--- src/rtl/lsu_pkg.sv ---
// Shared types for the load/store unit: MIPS memory op codes, FSM state
// encoding and small op-classification helpers.
package lsu_pkg;

    // Memory op codes as presented by the MEM stage.
    typedef enum logic [2:0] {
        OP_LB  = 3'd0,
        OP_LH  = 3'd1,
        OP_LW  = 3'd2,
        OP_LBU = 3'd3,
        OP_LHU = 3'd4,
        OP_SB  = 3'd5,
        OP_SH  = 3'd6,
        OP_SW  = 3'd7
    } lsu_op_e;

    // Request sequencing states.
    typedef enum logic [2:0] {
        IDLE = 3'd0,   // waiting for a request
        RD   = 3'd1,   // read strobe to memory
        CAP  = 3'd2,   // memory read data valid
        WR   = 3'd3,   // write strobe to memory
        ERR  = 3'd4    // rejected request, error response
    } lsu_state_e;

    // Loads return data in CAP.
    function automatic logic is_load(input lsu_op_e op);
        return op inside {OP_LB, OP_LH, OP_LW, OP_LBU, OP_LHU};
    endfunction

    // Any store ends with a write strobe.
    function automatic logic is_store(input lsu_op_e op);
        return op inside {OP_SB, OP_SH, OP_SW};
    endfunction

    // Sub-word stores need a read-modify-write because memory has no byte enables.
    function automatic logic is_rmw_store(input lsu_op_e op);
        return op inside {OP_SB, OP_SH};
    endfunction

    // Every 3-bit code is assigned, so this only guards against X/future
    // encodings; it keeps the error path explicit in the top level.
    function automatic logic is_defined_op(input logic [2:0] op);
        return op inside {OP_LB, OP_LH, OP_LW, OP_LBU, OP_LHU, OP_SB, OP_SH, OP_SW};
    endfunction

endpackage

--- src/rtl/lsu_align.sv ---
// Byte-lane logic for the load/store unit: load extraction with sign/zero
// extension, sub-word merge for read-modify-write stores, and the alignment
// check. Purely combinational; lanes are little-endian.
module lsu_align
    import lsu_pkg::*;
(
    input  lsu_op_e     op,
    input  logic [1:0]  addr_lo,
    input  logic [31:0] word,
    input  logic [31:0] wdata,
    output logic [31:0] load_data,
    output logic [31:0] store_word,
    output logic        misalign
);

    logic [4:0]  byte_shift;
    logic [7:0]  byte_v;
    logic [15:0] half_v;

    assign byte_shift = {addr_lo, 3'b000};

    // Select the addressed lane and extend it to a full word.
    always_comb begin
        // NOTE: every output of a combinational block gets a default first so
        // no path through the case leaves it unassigned and infers a latch.
        load_data = '0;
        byte_v    = word[byte_shift +: 8];
        half_v    = addr_lo[1] ? word[31:16] : word[15:0];
        case (op)
            OP_LB:   load_data = {{24{byte_v[7]}}, byte_v};
            OP_LBU:  load_data = {24'h000000, byte_v};
            OP_LH:   load_data = {{16{half_v[15]}}, half_v};
            OP_LHU:  load_data = {16'h0000, half_v};
            OP_LW:   load_data = word;
            default: load_data = '0;
        endcase
    end

    // Replace the target lane(s) of the read word with the store data.
    always_comb begin
        store_word = word;
        case (op)
            OP_SB: store_word[byte_shift +: 8] = wdata[7:0];
            OP_SH: begin
                if (addr_lo[1]) store_word[31:16] = wdata[15:0];
                else            store_word[15:0]  = wdata[15:0];
            end
            OP_SW:   store_word = wdata;
            default: store_word = word;
        endcase
    end

    // Halfword ops need an even address, word ops a 4-byte-aligned address.
    always_comb begin
        misalign = 1'b0;
        case (op)
            OP_LH, OP_LHU, OP_SH: misalign = addr_lo[0];
            OP_LW, OP_SW:         misalign = |addr_lo;
            default:              misalign = 1'b0;
        endcase
    end

endmodule

--- src/rtl/load_store_unit.sv ---
// Load/store unit between the MEM stage and a word-addressed data memory.
// Turns byte-addressed lb/lbu/lh/lhu/lw/sb/sh/sw requests into word
// accesses; sub-word stores are done as read-modify-write. One request is
// in flight at a time; requests are only accepted in IDLE.
module load_store_unit
    import lsu_pkg::*;
#(
    parameter int WIDTH = 32,     // only 32 is supported
    parameter int DEPTH = 1024    // memory size in words
) (
    input  logic             clk,
    input  logic             rst_n,
    input  logic             req_valid,
    output logic             req_ready,
    input  logic [2:0]       req_op,
    input  logic [WIDTH-1:0] req_addr,
    input  logic [WIDTH-1:0] req_wdata,
    output logic             rsp_valid,
    output logic             rsp_err,
    output logic [WIDTH-1:0] rsp_rdata,
    output logic             mem_read,
    output logic             mem_write,
    output logic [WIDTH-1:0] mem_address,
    output logic [WIDTH-1:0] mem_wdata,
    input  logic [WIDTH-1:0] mem_rdata
);

    localparam logic [WIDTH-1:0] DEPTH_W = WIDTH'(DEPTH);

    lsu_state_e       state, state_nxt;
    lsu_op_e          op_q;
    logic [WIDTH-1:0] addr_q;
    logic [WIDTH-1:0] data_q;      // store data, then the merged word for sb/sh

    lsu_op_e          align_op;
    logic [1:0]       align_lane;
    logic [WIDTH-1:0] load_data;
    logic [WIDTH-1:0] merged_word;
    logic             misalign;

    logic             accept;
    logic [WIDTH-1:0] req_word_idx;
    logic             req_err;

    assign accept       = req_valid && (state == IDLE);
    assign req_word_idx = {2'b00, req_addr[WIDTH-1:2]};

    // In IDLE the lane logic checks the incoming request; afterwards it
    // works on the captured request and the returned memory word.
    assign align_op   = (state == IDLE) ? lsu_op_e'(req_op) : op_q;
    assign align_lane = (state == IDLE) ? req_addr[1:0] : addr_q[1:0];

    lsu_align u_align (
        .op         (align_op),
        .addr_lo    (align_lane),
        .word       (mem_rdata),
        .wdata      (data_q),
        .load_data  (load_data),
        .store_word (merged_word),
        .misalign   (misalign)
    );

    // Reject misaligned, out-of-range or unknown requests before any access.
    assign req_err = misalign || (req_word_idx >= DEPTH_W) || !is_defined_op(req_op);

    // State register.
    // NOTE: sequential state uses non-blocking assignments so every register
    // samples pre-edge values regardless of statement order.
    always_ff @(posedge clk or negedge rst_n) begin
        if (!rst_n) state <= IDLE;
        else        state <= state_nxt;
    end

    // Capture the request on accept; replace store data with the merged word in CAP.
    always_ff @(posedge clk or negedge rst_n) begin
        if (!rst_n) begin
            op_q   <= OP_LB;
            addr_q <= '0;
            data_q <= '0;
        end else if (accept) begin
            op_q   <= lsu_op_e'(req_op);
            addr_q <= req_addr;
            data_q <= req_wdata;
        end else if (state == CAP && is_rmw_store(op_q)) begin
            data_q <= merged_word;
        end
    end

    // Next-state and output decode; outputs depend on registered state only
    // (plus mem_rdata for the load response in CAP).
    always_comb begin
        state_nxt   = state;
        req_ready   = 1'b0;
        rsp_valid   = 1'b0;
        rsp_err     = 1'b0;
        rsp_rdata   = '0;
        mem_read    = 1'b0;
        mem_write   = 1'b0;
        mem_address = '0;
        mem_wdata   = '0;

        case (state)
            IDLE: begin
                req_ready = 1'b1;
                if (req_valid) begin
                    if (req_err)                        state_nxt = ERR;
                    else if (lsu_op_e'(req_op) == OP_SW) state_nxt = WR;
                    else                                state_nxt = RD;
                end
            end
            RD: begin
                mem_read    = 1'b1;
                mem_address = {2'b00, addr_q[WIDTH-1:2]};
                state_nxt   = CAP;
            end
            CAP: begin
                if (is_load(op_q)) begin
                    rsp_valid = 1'b1;
                    rsp_rdata = load_data;
                    state_nxt = IDLE;
                end else begin
                    state_nxt = WR;
                end
            end
            WR: begin
                mem_write   = 1'b1;
                mem_address = {2'b00, addr_q[WIDTH-1:2]};
                mem_wdata   = data_q;
                rsp_valid   = 1'b1;
                state_nxt   = IDLE;
            end
            ERR: begin
                rsp_valid = 1'b1;
                rsp_err   = 1'b1;
                state_nxt = IDLE;
            end
            default: state_nxt = IDLE;
        endcase
    end

endmodule

--- config.mk ---
export PLATFORM = sky130hd
export DESIGN_NAME = load_store_unit
export DESIGN_NICKNAME = d
export VERILOG_FILES = /design/src/rtl/lsu_pkg.sv /design/src/rtl/lsu_align.sv /design/src/rtl/load_store_unit.sv
export SDC_FILE = /design/constraint.sdc
export NUM_CORES = 1
export LEC_CHECK = 0
export CORE_ASPECT_RATIO = 0.8
export CORE_UTILIZATION = 49
export CTS_CLUSTER_DIAMETER = 200
export DETAILED_ROUTE_END_ITERATION = 10
export HOLD_SLACK_MARGIN = 0.05
export PLACE_DENSITY_LB_ADDON = 0.08
export SLEW_MARGIN = 20
export SYNTH_ARGS = -nofsm -noshare
export SYNTH_HDL_FRONTEND = slang
export SYNTH_SLANG_ARGS = --single-unit
--- constraint.sdc ---
create_clock -name clk -period 7.1 [get_ports clk]
set_input_delay 1.42 -clock clk [delete_from_list [all_inputs] [get_ports clk]]
set_output_delay 1.42 -clock clk [all_outputs]
set_load 0.02 [all_outputs]
* After elaboration in Yosys (flattened, before gate mapping) *
Index checks and enable logic that the tools add are counted.

storage, ports and cells
  register bits = 70
  bits in latches = 0
  memory bits (writable) = 0
  ROM bits = 0
  input bits = 102
  memories = 0

cells by class
  add/sub/neg operators = 1
  multiply operators = 0
  divide/modulo/power cells = 0
  magnitude comparators = 1
  equality and inequality tests = 27
  shift operators = 3
  multiplexer cells = 26
  bitwise operators = 0
  reduce and logical (&&, ||, !) cells = 20

operators with widths
  operator                                                                                number
  32-bit two-way mux                                                                      5
  32-bit case mux with 5 select lines                                                     1
  32-bit case mux with 3 select lines                                                     1
  16-bit two-way mux                                                                      3
  3-bit equality test (second input constant)                                             12
  32-bit bitwise mux                                                                      1
  8-bit by 7-bit variable shift with 32-bit output (first input constant)                 1
  32-bit by 6-bit indexed part select with 8-bit output                                   1
  8-bit by 7-bit indexed part select with 32-bit output                                   1
  30-bit by 11-bit greater-or-equal comparator with 1-bit output (second input constant)  1
  30-bit two-way mux                                                                      1
  3-bit by 2-bit equality test with 1-bit output (second input constant)                  8
  3-bit by 1-bit equality test with 1-bit output (second input constant)                  4
  3-bit zero test                                                                         4
  3-bit two-way mux                                                                       3
  3-bit case mux with 3 select lines                                                      1
  8-bit nonzero test                                                                      1
  2-bit OR reduction                                                                      4
  5-bit negation with 7-bit output                                                        1
  2-bit two-way mux                                                                       3
  1-bit two-way mux                                                                       5
  5-bit nonzero test                                                                      1
  2-bit inequality test (second input constant)                                           2
  1-bit case mux with 2 select lines                                                      2
  8 further kinds                                                                         11

* Depth between registers and ports, before layout *
Gate-level depths: netlist of run 1.

  depth after elaboration = 10
  depth in mapped cells = 11
  depth with buffers taken out = 9

* Hierarchy *
From an unflattened synthesis of run 1, not the netlist that was laid out.

second synthesis, totals
  cell total of the unflattened synthesis = 586
  area total of the unflattened synthesis = 5373.9 um2

modules (own cells, without submodules)
  module           times used  cells each  area each (um2)  sequential area each (um2)
  load_store_unit  1           363         3772.4           1751.7
  lsu_align        1           223         1601.5           0.0

* Least setup slack after synthesis of run 1 *
Ideal clock, no wire load.

  path kind = input-to-output
  start = input port req_addr[0]
  end = output port rsp_rdata[0]
  arrival = 2.975 ns
  data required time = 5.680 ns
  path slack = 2.705 ns
  stages on the path = 7
  buffers on the path = 1
  path through = nor4b_2 -> a21o_4 -> inv_4 -> or4_1 -> clkbuf_1 -> nor2_1 -> a221o_1

between the ends
  word-level cells in the longest chain between the ends = 5

RTL lines
  element                                                RTL line                text
  from (decl)                                            load_store_unit.sv:16   input logic [WIDTH-1:0] req_addr,
  2-bit two-way mux                                      load_store_unit.sv:51   assign align_lane = (state == IDLE) ? req_addr[1:0] : addr_q[1:0];
  32-bit by 6-bit indexed part select with 8-bit output  lsu_align.sv:27         byte_v = word[byte_shift +: 8];
  32-bit case mux with 5 select lines                    lsu_align.sv:29         case (op)
  32-bit two-way mux                                     load_store_unit.sv:117  if (is_load(op_q)) begin
  32-bit two-way mux                                     load_store_unit.sv:102  case (state)
  to (decl)                                              load_store_unit.sv:20   output logic [WIDTH-1:0] rsp_rdata,

Every way passes these cells.

* Worst setup path after layout of run 1 *
  start = input port req_addr[1]
  end = output port rsp_rdata[22]

between the ends
  word-level cells in the longest chain between the ends = 5
  elaborated cells between the ends (all ways) = 6

RTL lines
  element                                                                                             RTL line
  2-bit two-way mux (*)                                                                               load_store_unit.sv:51
  32-bit by 6-bit indexed part select with 8-bit output / 16-bit two-way mux (equally long branches)  lsu_align.sv:27, lsu_align.sv:28
  32-bit case mux with 5 select lines (*)                                                             lsu_align.sv:29
  32-bit two-way mux (*)                                                                              load_store_unit.sv:117
  32-bit two-way mux (*)                                                                              load_store_unit.sv:102

Mark *: on every way between the ends. The rest lies on a longest branch, timed or not.

==> results of run 1 <==
-- synthesized netlist by cell type, types with 9 or more instances --
master and count:
nor2_1 22, o21ai_1 9, or3_1 10, dfrtp_1 70
mux2i_1 24, o21ai_0 21, a21oi_1 20, and2_1 39
a221oi_1 16, nand3_1 15, o2bb2ai_1 9, a21o_1 16
and3_1 41, a22oi_1 18, clkbuf_1 35, nand2_1 139
-- cells by family after synthesis --
| family | Yosys count | share of synthesized area |
|---|---|---|
| compound gates | 167 | 0.248 |
| xor+xnor | 3 | 0.00499 |
| flops | 70 | 0.333 |
| buf+inv | 61 | 0.0532 |
| fa+ha+maj | 3 | 0.00713 |
| simple gates | 310 | 0.296 |
| other cells | 1 | 0.000712 |
| mux | 29 | 0.0580 |
-- state kept, by name, summed over array words and instances, names as in the netlist --
| register | flops |
|---|---|
| data_q | 32 |
| state | 3 |
| op_q | 3 |
| addr_q | 32 |
-- power by group through the flow --
| stage | clock network [mW] | logic [mW] | registers (mW) |
|---|---|---|---|
| after detailed placement | 0 | 0.293 | 0.512 |
| after global placement | 0 | 0.284 | 0.509 |
| after CTS | 0.466 | 0.295 | 0.505 |
| after floorplan | 0 | 0.189 | 0.479 |
| final | 0.462 | 0.299 | 0.508 |
| after global routing | 0.479 | 0.326 | 0.514 |
-- area by class of cell --
cell class                 count  area [um2]  share of cell area
inverter                       6        31.3             0.00414
sequential                    70        1750               0.232
tap                          140         175              0.0232
multi-input combinational    514        3260               0.431
timing repair buffer         204        2040               0.270
clock buffer                   9         225              0.0298
clock inverter                 7        72.6             0.00960
-- critical path: stages --
cell	delay (ps)
clkdlybuf4s50_1	610
or4b_4	530
and2_4	230
clkinv_4	80
mux2i_2	120
a211oi_4	720
a21o_1	160
clkdlybuf4s50_1	620
-- routing by layer --
metal,routed length (um),vias up,GRT usage
met4,504,2,0.131
met1,8350,2738,0.479
met5,18,-,0
met2,8250,364,0.515
met3,2070,53,0.114
li1,-,2653,-
-- final timing paths --
kind | to | slack (ps)
min in group asynchronous | addr_q[25]$_DFFE_PN0P_ | 1280
min reg2reg | addr_q[31]$_DFFE_PN0P_ | 470
max reg2reg | data_q[21]$_DFFE_PN0P_ | 3250
min | addr_q[31]$_DFFE_PN0P_ | 470
max | rsp_rdata[22] | 1160
max in group asynchronous | state[1]$_DFFE_PN0P_ | 5160
-- cell usage in the layout (no fill, tap or decap), drive strengths merged, types with 9 or more instances in the layout --
cell,instances
mux2i,26
and3,41
o2bb2ai,9
or3,10
a21o,17
nor2,22
a221oi,16
nand3,15
and2,40
nor3,9
clkbuf,9
a22oi,18
nand2,139
o21ai,31
dfrtp,70
a21oi,21
clkdlybuf4s50,199
==> summary.md, run 1 <==
| Metric | Value |
|---|---|
| Final core occ | 0.729 |
| First-pass GRT wire length | 30100 um |
| Worst skew pair latency | 340 ps |
| DR vias | 5810 |
| Clk slew on worst S/H paths | 60 ps |
| Nets@finish | 910 |
| Layout cells sized above 1 | 0.0617 |
| Clk_skew | 8.09 ps |
| Hold buffers post-CTS | 0 |
| DR WL/cell | 20.2 um |
| Site Rows | 33 |
| Final Power | 1.27 mW |
| CTS resizes | 0 |
| Required @ worst endpoint | 5680 ps |
| Flip-flop and latch count after synthesis | 70 |
| Crit path from | req_addr[1] |
| Chip width | 118 um |
| Area of the die | 0.0112 mm2 |
| ANT cells | 0 |
| Min Tclk post-route | 5940 ps |
| Post-placement worst setup slack | 1220 ps |
| Worst vdd ir | 0.127 mV |
| Worst reg2reg startpoint | state[1]$_DFFE_PN0P_ |
| Crit Path Max Fanout | 16 |
| Post-synth top area cell | dfrtp_1 |
| Seq pwr share | 0.400 |
| Antenna-violating nets left | 0 |
| CTS max path bufs | 2 |
| Total gr overflow | 0 |
| Synth top area share | 0.333 |
| Largest net degree at the start of global routing | 71 |
| Final worst-path cycle share | 0.836 |
| Post-CTS Setup Inserts | 0 |
| Layout area overhead | 43.5% |
| Unrepaired setup endpoints after global routing | no |
| Sw Pwr | 411 uW |
| Cell area after layout | 0.00756 mm2 |
| Clock power share | 0.364 |
| Setup WS post-layout | 1160 ps |
| Leak pwr | 3.36 nW |
| Die H | 94.7 um |
| Fin. Hold Viols | 0 |
| Worst slew margin | 0.379 |
| Mean Syn Cell Area | 8.18 um2 |
| Synthesized area | 0.00527 mm2 |
| Vias in the first global route | 5614 |
| RePlAce Congestion | 0.977 |
| Initial antenna violation count | 1 |
| WHS | 466 ps |
| CP Capture Type | output port |
| Net Sw Frac | 0.324 |
| Sequential share of the synthesized area | 0.333 |
| CTS tree | yes |
| Port bufs | 200 |
| Clock Tree Root | clkbuf_16 |
| FF-to-FF path depth | 8 |
| Final setup viols | 0 |
| Slew Viols, Final | 0 |
| Max-cap check violation count | 0 |
| H-tree depth | 3 |
| DR pass1 iterations | 5 |
| Hpwl dp | 13800 um |
| Ranking of synthesized cells by area | dfrtp_1 33%, nand2_1 9.9%, and3_1 4.9%, and2_1 4.6%, mux2i_1 4.6% |
| Starting DRC count in detailed routing | 676 |
| Asr flop ratio synth | 1.00 |
| Setup crit start kind | input port |
| Status | completed |
| Pwr Density | 168 mW/mm2 |
| Number of cells on the worst hold path | 2 |
| HP Class | flip-flop to flip-flop |
| Top FF cell, synth | dfrtp_1 |
| Yosys warnings | 0 |
| Cell count after synthesis | 644 |
| Int Power | 859 uW |
| CTS Buf Count | 9 |
| Worst-margin pin slew | 931 ps |
| # fillers | 792 |
| GRT Util Overall | 0.350 |
| Initial Utilization | 0.508 |
| Ports | 203 |
| Core area | 0.0104 mm2 |
| Setup_tns | 0 ps |
| CP arrival | 4520 ps |
| Routed wire length | 19200 um |
| Achievable frequency | 168 MHz |
| Hold_sp | addr_q[31]$_DFFE_PN0P_ |
| Crit path kind | input port to output port |
| Via-per-instance ratio | 6.12 |
| Post-synth EDFFs | 0 |
| DRC | 0 |
| Placed cell count | 933 |
| Final Instance Count excl. Fillers | 950 |
| Placed instance area | 0.00723 mm2 |
| Yosys cell types | 66 |
| Comb pwr share | 0.236 |
| CTS Sinks | 70 |
(Power assumes the default switching activity.)
==> inputs of run 2 (changes only) <==
--- a/config.mk
+++ b/config.mk
@@ -6,7 +6,7 @@
 export NUM_CORES = 1
 export LEC_CHECK = 0
 export CORE_ASPECT_RATIO = 0.8
-export CORE_UTILIZATION = 49
+export CORE_UTILIZATION = 41
 export CTS_CLUSTER_DIAMETER = 200
 export DETAILED_ROUTE_END_ITERATION = 10
 export HOLD_SLACK_MARGIN = 0.05
==> constraint.sdc (replaced) <==
create_clock -name clk -period 5.42 [get_ports clk]
set_input_delay 1.084 -clock clk [delete_from_list [all_inputs] [get_ports clk]]
set_output_delay 1.084 -clock clk [all_outputs]
set_load 0.02 [all_outputs]
==> summary.md, run 2 (same netlist as run 1, synthesis figures left out) <==
| Metric | Value |
|---|---|
| Sw Pwr | 528 uW (+29%) |
| Clock power share | 0.361 (-0.003) |
| Worst-margin pin slew | 931 ps (-0.362 ps) |
| Hold_sp | addr_q[16]$_DFFE_PN0P_ |
| Ports | 203 (unchanged) |
| Reg-to-reg setup timing slack | 1890 ps (-1360 ps) |
| Port bufs | 200 (unchanged) |
| Pwr Density | 216 mW/mm2 (+29%) |
| Setup crit start kind | flip-flop |
| Hold buffers post-CTS | 0 (unchanged) |
| Fin. Hold Viols | 0 (unchanged) |
| Worst skew pair latency | 340 ps (about the same) |
| Hold Crit Endpoint | addr_q[16]$_DFFE_PN0P_ |
| Top Registers | addr_q x32, data_q x32 |
| First-pass GRT wire length | 29300 um (-2.6%) |
| Initial antenna violation count | 0 (-1) |
| Clk slew on worst S/H paths | 60 ps (about the same) |
| Site Rows | 36 (+9.1%) |
| Final worst-path cycle share | 0.929 |
| Min Tclk post-route | 5040 ps |
| Nets@finish | 920 (+1.1%) |
| Comb pwr share | 0.240 (+0.004) |
| Area of the die | 0.0133 mm2 (+19%) |
| Multi-input logic area | 0.00325 mm2 (-0.19%) |
| CTS Buf Count | 9 (unchanged) |
| Critical path buffer and inverter count | 1 (-2) |
| Clk_skew | 8.38 ps (+0.286 ps) |
| Core area | 0.0123 mm2 (+19%) |
| Layout cells sized above 1 | 0.0683 (+0.00656) |
| Post-CTS Setup Inserts | 0 (unchanged) |
| Final setup viols | 0 (unchanged) |
| Final core occ | 0.621 (-0.108) |
| DR WL/cell | 19.6 um (-2.8%) |
| CP top delay family | simple AND/OR/NAND/NOR gates |
| Unrepaired setup endpoints after global routing | no |
| Largest net degree at the start of global routing | 71 (unchanged) |
| WHS | 465 ps (-0.625 ps) |
| Starting DRC count in detailed routing | 574 (-15%) |
| Setup_tns | 0 ps (unchanged) |
| CP max stage cell | dfrtp_1 |
| Worst vdd ir | 0.154 mV (+22%) |
| FF/Latch Area | 0.00175 mm2 (about the same) |
| Final Power | 1.66 mW (+31%) |
| Commonest non-fill, non-tap cell in the layout | clkdlybuf4s50_1 |
| Crit Path Max Fanout | 23 (+7) |
| Number of cells on the worst hold path | 2 (unchanged) |
| CP Capture Type | output port |
| CP cell instances | nor3b_1 > nand2_1 > or4_1 > nor2_1 > a221o_1 > clkdlybuf4s50_1 |
| Antenna-violating nets left | 0 (unchanged) |
| # fillers | 1110 (+40%) |
| Achievable frequency | 199 MHz |
| Routed wire length | 19500 um (+1.4%) |
| CTS resizes | 0 (unchanged) |
| Layout area overhead | 45.5% |
| H-tree depth | 3 (unchanged) |
| Reg-to-reg endpoint | data_q[22]$_DFFE_PN0P_ |
| Vias in the first global route | 5336 (-5.0%) |
| RePlAce Congestion | 0.926 (-5.2%) |
| DR pass1 iterations | 7 (+2) |
| DRC | 0 (unchanged) |
| Chip width | 129 um (+9.2%) |
| Via-per-instance ratio | 5.80 (-5.1%) |
| Initial Utilization | 0.427 (-0.0814) |
| Die H | 103 um (+9.1%) |
| CTS Sinks | 70 (unchanged) |
| FF-to-FF path depth | 8 (unchanged) |
| Worst path max stage delay | 770 ps (+50 ps) |
| Net Sw Frac | 0.319 (-0.00494) |
| Seq pwr share | 0.399 (about the same) |
| Status | completed |
| Leading cell types in the layout, fill and taps excluded | 199 x clkdlybuf4s50_1, 139 x nand2_1, 70 x dfrtp_1, 41 x and3_1, 39 x and2_1 |
| Worst reg2reg startpoint | state[1]$_DFFE_PN0P_ |
| Clock Tree Root | clkbuf_16 |
| Cell area after layout | 0.00766 mm2 (+1.4%) |
| Placed instance area | 0.00734 mm2 (+1.6%) |
| Int Power | 1.13 mW (+32%) |
| Worst slew margin | 0.362 (-0.0175) |
| HP Class | flip-flop to flip-flop |
| GRT Util Overall | 0.292 (-0.0577) |
| Slew Viols, Final | 0 (unchanged) |
| Max-cap check violation count | 0 (unchanged) |
| ANT cells | 0 (unchanged) |
| Hpwl dp | 14600 um (+5.9%) |
| Leak pwr | 3.41 nW (+1.4%) |
| Crit path kind | flip-flop to output port |
| Total gr overflow | 0 (unchanged) |
| DR vias | 5749 (-1.0%) |
| CTS max path bufs | 2 (unchanged) |
| Required @ worst endpoint | 4340 ps (-1340 ps) |
| CTS tree | yes |
| CP arrival | 3950 ps (-570 ps) |
run 2: cell type report:
type | instances | area share
multi-input combinational | 514 | 0.424
timing repair buffer | 214 | 0.276
sequential | 70 | 0.229
clock buffer | 10 | 0.0299
tap | 171 | 0.0279
clock inverter | 6 | 0.00914
inverter | 6 | 0.00408
run 2: worst max-delay path by stage:
stage                              start            end  slack [ps]  cells past startpoint
global route                 req_addr[1]   rsp_rdata[9]         300                      8
detailed placement           req_addr[1]   rsp_rdata[8]         410                      8
finish              state[1]$_DFFE_PN0P_   rsp_rdata[3]         380                      6
floorplan                    req_addr[0]   rsp_rdata[0]        1700                      7
global placement             req_addr[1]   rsp_rdata[9]         410                      8
CTS                          req_addr[1]  rsp_rdata[15]         400                      8
run 2: stage by stage:
step                      setup slack (ps)  cells
final                                  383    991
after global routing                   297    991
after CTS                              399    990
after detailed placement               410    974
after global placement                 408    974
after floorplan                       1700    645
run 2: routing by layer:
metal  vias up  track usage  part of all wire
met3        30       0.0561             0.081
met5         -            0                 0
met1      2747        0.432              0.47
li1       2669            -                 -
met4         0       0.0905             0.018
met2       303        0.430              0.43
run 2: worst register-to-register path, delay by kind of cell (launching register included):
| family | cells | cell delay (ps) |
|---|---|---|
| AOI/OAI and AO/OA | 4 | 1280 |
| and+or+nand+nor | 3 | 1080 |
| DFF | 1 | 630 |
| adders and majority gates | 1 | 450 |
run 2: power groups by stage:
stage | clock network [mW] | logic [mW] | registers [mW]
5_1_grt | 0.631 | 0.432 | 0.670
3_5_place_dp | 0 | 0.390 | 0.669
2_1_floorplan | 0 | 0.247 | 0.627
3_3_place_gp | 0 | 0.384 | 0.665
6_report | 0.599 | 0.397 | 0.662
4_1_cts | 0.610 | 0.393 | 0.659
